`config.mk`:
```
export PLATFORM = sky130hd
export DESIGN_NAME = ttt_game_controller
export DESIGN_NICKNAME = d
export VERILOG_FILES = /design/src/rtl/ttt_pkg.sv /design/src/rtl/ttt_line_check.sv /design/src/rtl/ttt_game_controller.sv
export SDC_FILE = /design/constraint.sdc
export NUM_CORES = 1
export LEC_CHECK = 0
export ABC_AREA = 1
export ABC_CLOCK_PERIOD_IN_PS = 2700
export CELL_PAD_IN_SITES_DETAIL_PLACEMENT = 1
export CELL_PAD_IN_SITES_GLOBAL_PLACEMENT = 1
export CORE_ASPECT_RATIO = 0.7
export CORE_MARGIN = 4
export CORE_UTILIZATION = 36
export DETAILED_ROUTE_END_ITERATION = 7
export PLACE_DENSITY_LB_ADDON = 0.12
export RECOVER_POWER = 25
export SLEW_MARGIN = 40
export SYNTH_ARGS = -nofsm -noshare
export SYNTH_HDL_FRONTEND = slang
export SYNTH_SLANG_ARGS = --single-unit
```
`constraint.sdc`:
```
create_clock -name clk -period 2.7 [get_ports clk]
set_input_delay 0.54 -clock clk [delete_from_list [all_inputs] [get_ports clk]]
set_output_delay 0.54 -clock clk [all_outputs]
set_load 0.1 [all_outputs]
```
`src/rtl/ttt_pkg.sv`:
```
// ttt_pkg: shared cell/winner encodings, controller states and the winning-line table.
package ttt_pkg;
  localparam logic [1:0] CELL_EMPTY = 2'b00;
  localparam logic [1:0] CELL_X     = 2'b01;
  localparam logic [1:0] CELL_O     = 2'b10;
  localparam logic [1:0] WIN_NONE = 2'b00;
  localparam logic [1:0] WIN_X    = 2'b01;
  localparam logic [1:0] WIN_O    = 2'b10;
  localparam logic [1:0] WIN_DRAW = 2'b11;
  typedef enum logic [1:0] {TURN, CHECK, OVER} state_e;
  // Zero-based cell indices per line: rows, columns, main diagonal, anti-diagonal.
  localparam logic [7:0][2:0][3:0] LINE_CELLS = {
    {4'd2, 4'd4, 4'd6},
    {4'd0, 4'd4, 4'd8},
    {4'd2, 4'd5, 4'd8},
    {4'd1, 4'd4, 4'd7},
    {4'd0, 4'd3, 4'd6},
    {4'd6, 4'd7, 4'd8},
    {4'd3, 4'd4, 4'd5},
    {4'd0, 4'd1, 4'd2}
  };
  function automatic logic [1:0] mark_of(input logic player);
    return player ? CELL_O : CELL_X;
  endfunction
endpackage

```
`src/rtl/ttt_line_check.sv`:
```
// ttt_line_check: flags every line whose three cells all hold the given mark.
module ttt_line_check
  import ttt_pkg::*;
(
  input  logic [17:0] board_i,
  input  logic [1:0]  mark_i,
  output logic [7:0]  win_lines_o
);
  logic [8:0][1:0] cells;
  assign cells = board_i;
  for (genvar l = 0; l < 8; l++) begin : g_line
    assign win_lines_o[l] = (cells[LINE_CELLS[l][0]] == mark_i) &&
                            (cells[LINE_CELLS[l][1]] == mark_i) &&
                            (cells[LINE_CELLS[l][2]] == mark_i);
  end
endmodule

```
`src/rtl/ttt_game_controller.sv`:
```
// ttt_game_controller: owns the board, takes moves by handshake and scores each accepted move.
module ttt_game_controller
  import ttt_pkg::*;
#(
  parameter bit FIRST_PLAYER = 1'b0
) (
  input  logic       clk,
  input  logic       rst_n,
  input  logic       new_game,
  input  logic       move_valid,
  input  logic [3:0] move_cell,
  output logic       move_ready,
  output logic       move_ack,
  output logic       move_err,
  output logic [1:0] board1,
  output logic [1:0] board2,
  output logic [1:0] board3,
  output logic [1:0] board4,
  output logic [1:0] board5,
  output logic [1:0] board6,
  output logic [1:0] board7,
  output logic [1:0] board8,
  output logic [1:0] board9,
  output logic       turn,
  output logic       game_over,
  output logic [1:0] winner,
  output logic [7:0] win_lines,
  output logic [3:0] move_count
);
  state_e          state_q, state_d;
  logic [8:0][1:0] cells_q, cells_d;
  logic            turn_q, turn_d;
  logic [3:0]      count_q, count_d;
  logic [1:0]      winner_q, winner_d;
  logic [7:0]      lines_q, lines_d;
  logic            ack_q, ack_d;
  logic            err_q, err_d;
  logic            hs, cell_ok, legal;
  logic [3:0]      idx;
  logic [1:0]      mark;
  logic [7:0]      lines;
  assign hs      = move_valid && state_q == TURN;
  assign cell_ok = move_cell >= 4'd1 && move_cell <= 4'd9;
  assign idx     = cell_ok ? move_cell - 4'd1 : 4'd0;
  assign legal   = cell_ok && cells_q[idx] == CELL_EMPTY;
  assign mark    = mark_of(turn_q);
  ttt_line_check u_line_check (
    .board_i    (cells_q),
    .mark_i     (mark),
    .win_lines_o(lines)
  );
  always_comb begin
    state_d  = state_q;
    cells_d  = cells_q;
    turn_d   = turn_q;
    count_d  = count_q;
    winner_d = winner_q;
    lines_d  = lines_q;
    ack_d    = 1'b0;
    err_d    = 1'b0;
    if (new_game) begin
      state_d  = TURN;
      cells_d  = '0;
      turn_d   = FIRST_PLAYER;
      count_d  = '0;
      winner_d = WIN_NONE;
      lines_d  = '0;
    end else begin
      case (state_q)
        TURN: begin
          if (hs && legal) begin
            cells_d[idx] = mark;
            count_d      = count_q + 4'd1;
            ack_d        = 1'b1;
            state_d      = CHECK;
          end else if (hs) begin
            err_d = 1'b1;
          end
        end
        CHECK: begin
          lines_d  = lines;
          winner_d = |lines ? (turn_q ? WIN_O : WIN_X) : (count_q == 4'd9 ? WIN_DRAW : WIN_NONE);
          state_d  = (|lines || count_q == 4'd9) ? OVER : TURN;
          turn_d   = (|lines || count_q == 4'd9) ? turn_q : ~turn_q;
        end
        OVER:    state_d = OVER;
        default: state_d = TURN;
      endcase
    end
  end
  always_ff @(posedge clk) begin
    if (!rst_n) begin
      state_q  <= TURN;
      cells_q  <= '0;
      turn_q   <= FIRST_PLAYER;
      count_q  <= '0;
      winner_q <= WIN_NONE;
      lines_q  <= '0;
      ack_q    <= 1'b0;
      err_q    <= 1'b0;
    end else begin
      state_q  <= state_d;
      cells_q  <= cells_d;
      turn_q   <= turn_d;
      count_q  <= count_d;
      winner_q <= winner_d;
      lines_q  <= lines_d;
      ack_q    <= ack_d;
      err_q    <= err_d;
    end
  end
  assign move_ready = state_q == TURN;
  assign move_ack   = ack_q;
  assign move_err   = err_q;
  assign game_over  = state_q == OVER;
  assign turn       = turn_q;
  assign winner     = winner_q;
  assign win_lines  = lines_q;
  assign move_count = count_q;
  assign board1 = cells_q[0];
  assign board2 = cells_q[1];
  assign board3 = cells_q[2];
  assign board4 = cells_q[3];
  assign board5 = cells_q[4];
  assign board6 = cells_q[5];
  assign board7 = cells_q[6];
  assign board8 = cells_q[7];
  assign board9 = cells_q[8];
endmodule

```
# Yosys cells after proc, flatten, opt, wreduce, memory -nomap -nowiden
# Index checks and enable logic that the tools add are counted.
# W data, S select, Z words.
[totals]
rom_bits = 0
ff_bits = 37
memories = 0
elab_cells = 83
output_inout_bits = 37
in_bits = 8
mem_bits_rw = 0
latchBits = 0
[classes]
n_shift = 0
n_div = 0
mul = 0
eq_ne = 13
n_bitwise = 4
reduce_logical = 30
magnitude_cmp = 4
muxes = 14
add_sub_neg = 2
[ops]
columns = ["operator", "count"]
rows = [
  ["$logic_and A1 B1 Y1", 21],
  ["$bwmux W18", 1],
  ["$eq A2 B2 Y1", 9],
  ["$mux W2", 7],
  ["$bmux W2 S4", 1],
  ["$demux W2 S4", 1],
  ["$ge A4 B1 Y1 const B", 2],
  ["$reduce_or A8 Y1", 1],
  ["$pmux W2 S3", 1],
  ["$lt A4 B5 Y1 const B", 1],
  ["$add A4 B1 Y4 const B", 1],
  ["$eq A4 B4 Y1 const B", 1],
  ["$le A4 B4 Y1 const B", 1],
  ["$logic_not A2 Y1", 2],
  ["$mux W4", 1],
  ["$not A1 Y1", 4],
  ["$reduce_and A2 Y1", 2],
  ["$reduce_or A4 Y1", 1],
  ["$sub A4 B1 Y4 const B", 1],
  ["$reduce_or A3 Y1", 1],
  ["$eq A2 B1 Y1 const B", 1],
  ["$eq A2 B2 Y1 const B", 1],
  ["$mux W1", 2],
  ["$ne A2 B1 Y1 const B", 1],
  ["2 further kinds", 2],
]

# Longest topological paths before layout
[depth]
ltp_word = 10
depth_mapped = 16
mapped_depth_nobuf = 15

# By module
# Synthesis repeated with hierarchy kept, for this count alone.
[hier_totals]
cells_unflattened = 359
area_unflattened_um2 = 2331.0
[modules_own_cells]
columns = ["mod", "seq_area_each_um2", "cells_each", "n_inst", "area_per_inst_um2"]
rows = [
  ["ttt_game_controller", 740.7, 267, 1, 1908.1],
  ["ttt_line_check", 0.0, 92, 1, 422.9],
]

# Least setup slack after synthesis
# No wires, ideal clock.
[synth_timing]
path_type = "flip-flop to flip-flop"
startpoint = "reg state_q[0]"
endpoint = "reg cells_q (netlist bit board2[0])"
t_required_ps = 2635
setup_ps = 65
synth_period_minus_slack_ps = 2573
slack_ps = 127
stages_incl_launch_ff = 11
n_path_buf = 1
arrival_time_ps = 2508
cell_sequence = "dfxtp_1 -> nor2_1 -> nand2_1 -> nor2_1 -> nand2_2 -> inv_2 -> nand3_4 -> buf_6 -> nor2_2 -> nor2_1 -> nor2_1"
[synth_via]
elab_chain_len = 4
[synth_lines]
columns = ["element", "line", "source"]
rows = [
  ["start, declared", "ttt_game_controller.sv:30", "state_e state_q, state_d;"],
  ["start signal, assigned", "ttt_game_controller.sv:102", "state_q <= state_d;"],
  ["$logic_not A2 Y1 *", "--", ""],
  ["via move_ready", "ttt_game_controller.sv:12", "output logic move_ready,"],
  ["$logic_and A1 B1 Y1", "ttt_game_controller.sv:42", "assign hs = move_valid && state_q == TURN;"],
  ["$logic_and A1 B1 Y1", "ttt_game_controller.sv:71", "if (hs && legal) begin"],
  ["$reduce_and A2 Y1 (no line) *", "--", ""],
  ["end signal, assigned", "ttt_game_controller.sv:103", "cells_q <= cells_d;"],
  ["end, declared", "ttt_game_controller.sv:31", "logic [8:0][1:0] cells_q, cells_d;"],
]
# The timed path passes the listed nets; every way through them passes the cells marked *.
# A chain may end at the register's enable or synchronous reset.

# Worst setup path after layout
[layout_timing]
startpoint = "in move_cell[0]"
endpoint = "reg count_q[0], in the netlist move_count[0]"
[layout_via]
elab_chain_len = 9
word_cells_on_any_way = 11
cone_classes = "add/sub (1); order compare (2); mux (3); reduce/logical (5)"
[layout_lines]
columns = ["element", "line", "source"]
rows = [
  ["start, declared", "ttt_game_controller.sv:11", "input logic [3:0] move_cell,"],
  ["$ge A4 B1 Y1 or $le A4 B4 Y1 (tied branches)", "ttt_game_controller.sv:43", "assign cell_ok = move_cell >= 4'd1 && move_cell <= 4'd9;"],
  ["$logic_and A1 B1 Y1", "ttt_game_controller.sv:43", ""],
  ["$mux W4", "ttt_game_controller.sv:44", "assign idx = cell_ok ? move_cell - 4'd1 : 4'd0;"],
  ["$bmux W2 S4", "ttt_game_controller.sv:45", "assign legal = cell_ok && cells_q[idx] == CELL_EMPTY;"],
  ["$mux W2 (implied by the code)", "ttt_game_controller.sv:45", ""],
  ["$logic_not A2 Y1", "ttt_game_controller.sv:45", ""],
  ["$logic_and A1 B1 Y1 *", "ttt_game_controller.sv:45", ""],
  ["$logic_and A1 B1 Y1 *", "ttt_game_controller.sv:71", ""],
  ["$reduce_and A2 Y1 (no line) *", "--", ""],
  ["end signal, assigned", "ttt_game_controller.sv:105", "count_q <= count_d;"],
  ["end, declared", "ttt_game_controller.sv:33", "logic [3:0] count_q, count_d;"],
]
# Every way passes the cells marked *; elsewhere a longest branch is shown, timed or not. The select of a mux whose other input is x is not followed.

==> results.json <==
{
  "place_ws_ns": -0.187,
  "cts.path.max_buffers": 2,
  "synth_top_area_share": 0.344,
  "slew_headroom": 0.206,
  "hp-class": "register to register",
  "first_global_vias": 2181,
  "synth_top_family_by_area": "simple AND/OR/NAND/NOR gates",
  "timing.final.ws_setup_ns": 0.201,
  "numCtsBuffers": 5,
  "synth_top_cell_by_area": "dfxtp_1",
  "antenna_cells": 0,
  "post_drt_wl_per_cell_um": 14.6,
  "via_per_inst": 4.86,
  "fp.dieW_um": 100,
  "post-route-min-period_ns": 2.50,
  "final_core_util": 0.460,
  "io_buffers": 44,
  "cp-start-kind": "primary input",
  "place_area_um2": 2600,
  "finalHoldViolCount": 0,
  "tightest_slew_ns": 1.20,
  "grt_pass1_wl_um": 10900,
  "nets": 381,
  "syn-cell-area_um2": 2150,
  "yosys.cell_types.count": 29,
  "cts_tree": "done",
  "htree_levels": 2,
  "grt_use_total": 0.189,
  "cp.arrival_ns": 2.71,
  "fmax_ghz": 0.400,
  "synth_compound_area_frac": 0.137,
  "fin_worst_skew_ns": 0.00872,
  "core_um2": 5760,
  "tns_ns": 0,
  "yosysWarnings": 0,
  "synth.top_cells.by_count": "49 x inv_1, 49 x nor2_1, 47 x nand2_1",
  "initial_core_util": 0.374,
  "top_layer": "met4",
  "vias": 2163,
  "hold_start": "winner[0]",
  "met3_length_um": 261,
  "synth_cells": 317,
  "rows": 23,
  "grt_max_degree": 22,
  "synth.yosys.seq_area_share": 0.344,
  "fp.dieH_um": 72.7,
  "required_ns": 2.91,
  "hpwl_um": 5080,
  "synth.area.top_cells": "dfxtp_1 34%, inv_1 8.5%, nor2_1 8.5%, nand2_1 8.2%, a21oi_1 7.0%",
  "synth_ff_type": "dfxtp_1",
  "critPathKind": "primary input to register",
  "cts.sinks": 37,
  "drc": 0,
  "ios": 45,
  "path_clk_slew_ns": 0.08,
  "antenna_found_initial": 0,
  "synth_fa_ha_area_frac": 0.0232,
  "p_leak_uw": 0.00114,
  "post-route-period-util": 0.925,
  "ys_ff_latch": 37,
  "ctsHoldBuffers": 0,
  "dr.pass1.iters": 4,
  "multiInputGateArea_um2": 1140,
  "clk_latency_ns": 0.30,
  "powerDensity_nw_per_um2": 440,
  "seqCellArea_um2": 741,
  "end_kind": "register",
  "wl_met1_um": 3410,
  "grt.overflow.total": 0,
  "drt-total-wl_um": 6480,
  "rsz0062_at_grt": "no",
  "r2r-start": "turn",
  "drv_cap": 0,
  "ys_async_sr_fraction": 0,
  "fillers": 788,
  "synth_xor_area_frac": 0.0122,
  "avgSynthCellArea_um2": 6.80,
  "drt_iter0_drc": 68,
  "yosys.area_share.simple": 0.355,
  "drive_gt1_frac": 0.197,
  "synth-edff-count": 0,
  "ant_nets": 0,
  "muxShareOfSynthArea": 0,
  "die_area_um2": 7310,
  "gp_congestion": 0.820,
  "ctsRootBufferMaster": "clkbuf_8",
  "final_area_um2": 2650,
  "setup_viol": 0,
  "peakVddDrop_mv": 0.207,
  "totalPowerFinal_uw": 1160,
  "final_max_slew_viol_count": 0,
  "wl_met2_um": 2760,
  "synth_nets": 329,
  "critPathLaunch": "move_cell[0]",
  "path_max_fanout": 8,
  "area_growth_syn_to_layout_pct": 22.8,
  "status": "finished clean"
}
==> power breakdown <==
part | internal (uW) | switching (uW)
Sequential | 551 | 4.93
Clock | 178 | 218
Combinational | 61.7 | 149
Total | 791 | 372
==> cells by family (layout without fill, tap and decap cells) <==
| family | Yosys count | in the layout |
|---|---|---|
| buffers and inverters | 66 | 119 |
| AO/OA/AOI/OAI | 54 | 54 |
| AND/OR/NAND/NOR | 153 | 153 |
| flip-flops | 37 | 37 |
| adder cells (fa/ha/maj) | 4 | 4 |
| XOR/XNOR | 3 | 3 |
==> routing by layer <==
layer,up-vias,GRT usage
met2,36,0.286
li1,1112,-
met3,6,0.0353
met1,1009,0.276
met4,0,0.0463
met5,-,0
==> cell usage in the layout (no fill, tap or decap), drive strengths merged <==
cell type,instances
nor2,57
nand2,56
inv,53
dfxtp,37
a21oi,31
buf,31
clkbuf,23
o21ai,22
nand3,20
nand4,19
clkdlybuf4s50,7
ha,4
clkinv,4
xor2,2
xnor2,1
o21bai,1
nand3b,1
clkinvlp,1
==> flip-flops by register name (all words and copies together) (netlist names) <==
signal      count
win_lines       8
move_count      4
board1          2
board2          2
board3          2
board4          2
board5          2
board6          2
board7          2
board8          2
board9          2
state_q         2
winner          2
move_ack        1
move_err        1
turn            1
==> worst paths after layout <==
kind | end | slack (ns) | depth (start not counted)
worst max-delay path | move_count[0] | 0.20 | 16
worst min-delay path | winner[0] | 0.48 | 2
worst max register to register | turn | 0.74 | 11
worst min register to register | winner[0] | 0.48 | 2
==> through the flow <==
step | instances | hold WS, ns
after floorplan | 317 | 0.596
after global placement | 435 | 0.460
after detailed placement | 435 | 0.468
after CTS | 443 | 0.482
after global routing | 445 | 0.498
final | 445 | 0.477
==> critical path: stages <==
cell and delay (ns):
clkdlybuf4s50_1 0.49, inv_2 0.05, ha_1 0.23, nand2_2 0.08
nand2_2 0.05, nand3_2 0.11, buf_4 0.18, o21ai_4 0.09
nand2_2 0.07, nand2_2 0.06, nor2_2 0.10, nor2_2 0.06
nor2_4 0.14, buf_4 0.19, nand3b_1 0.10, a21oi_2 0.16
==> area by class of cell <==
type | instances | share of cell area
clock buffers | 5 | 0.0260
clock inverters | 3 | 0.00662
inverters | 55 | 0.0780
multi-input cells | 214 | 0.429
flip-flops and latches | 37 | 0.280
well taps | 75 | 0.0355
repair buffers | 56 | 0.145
==> what timing repair did <==
action | 4_1_cts | 5_1_grt
gates resized for setup | 0 | 0
setup endpoints to repair | 0 | 5
buffers inserted | 0 | 2
No activity file was read; power rests on OpenSTA's default activity.
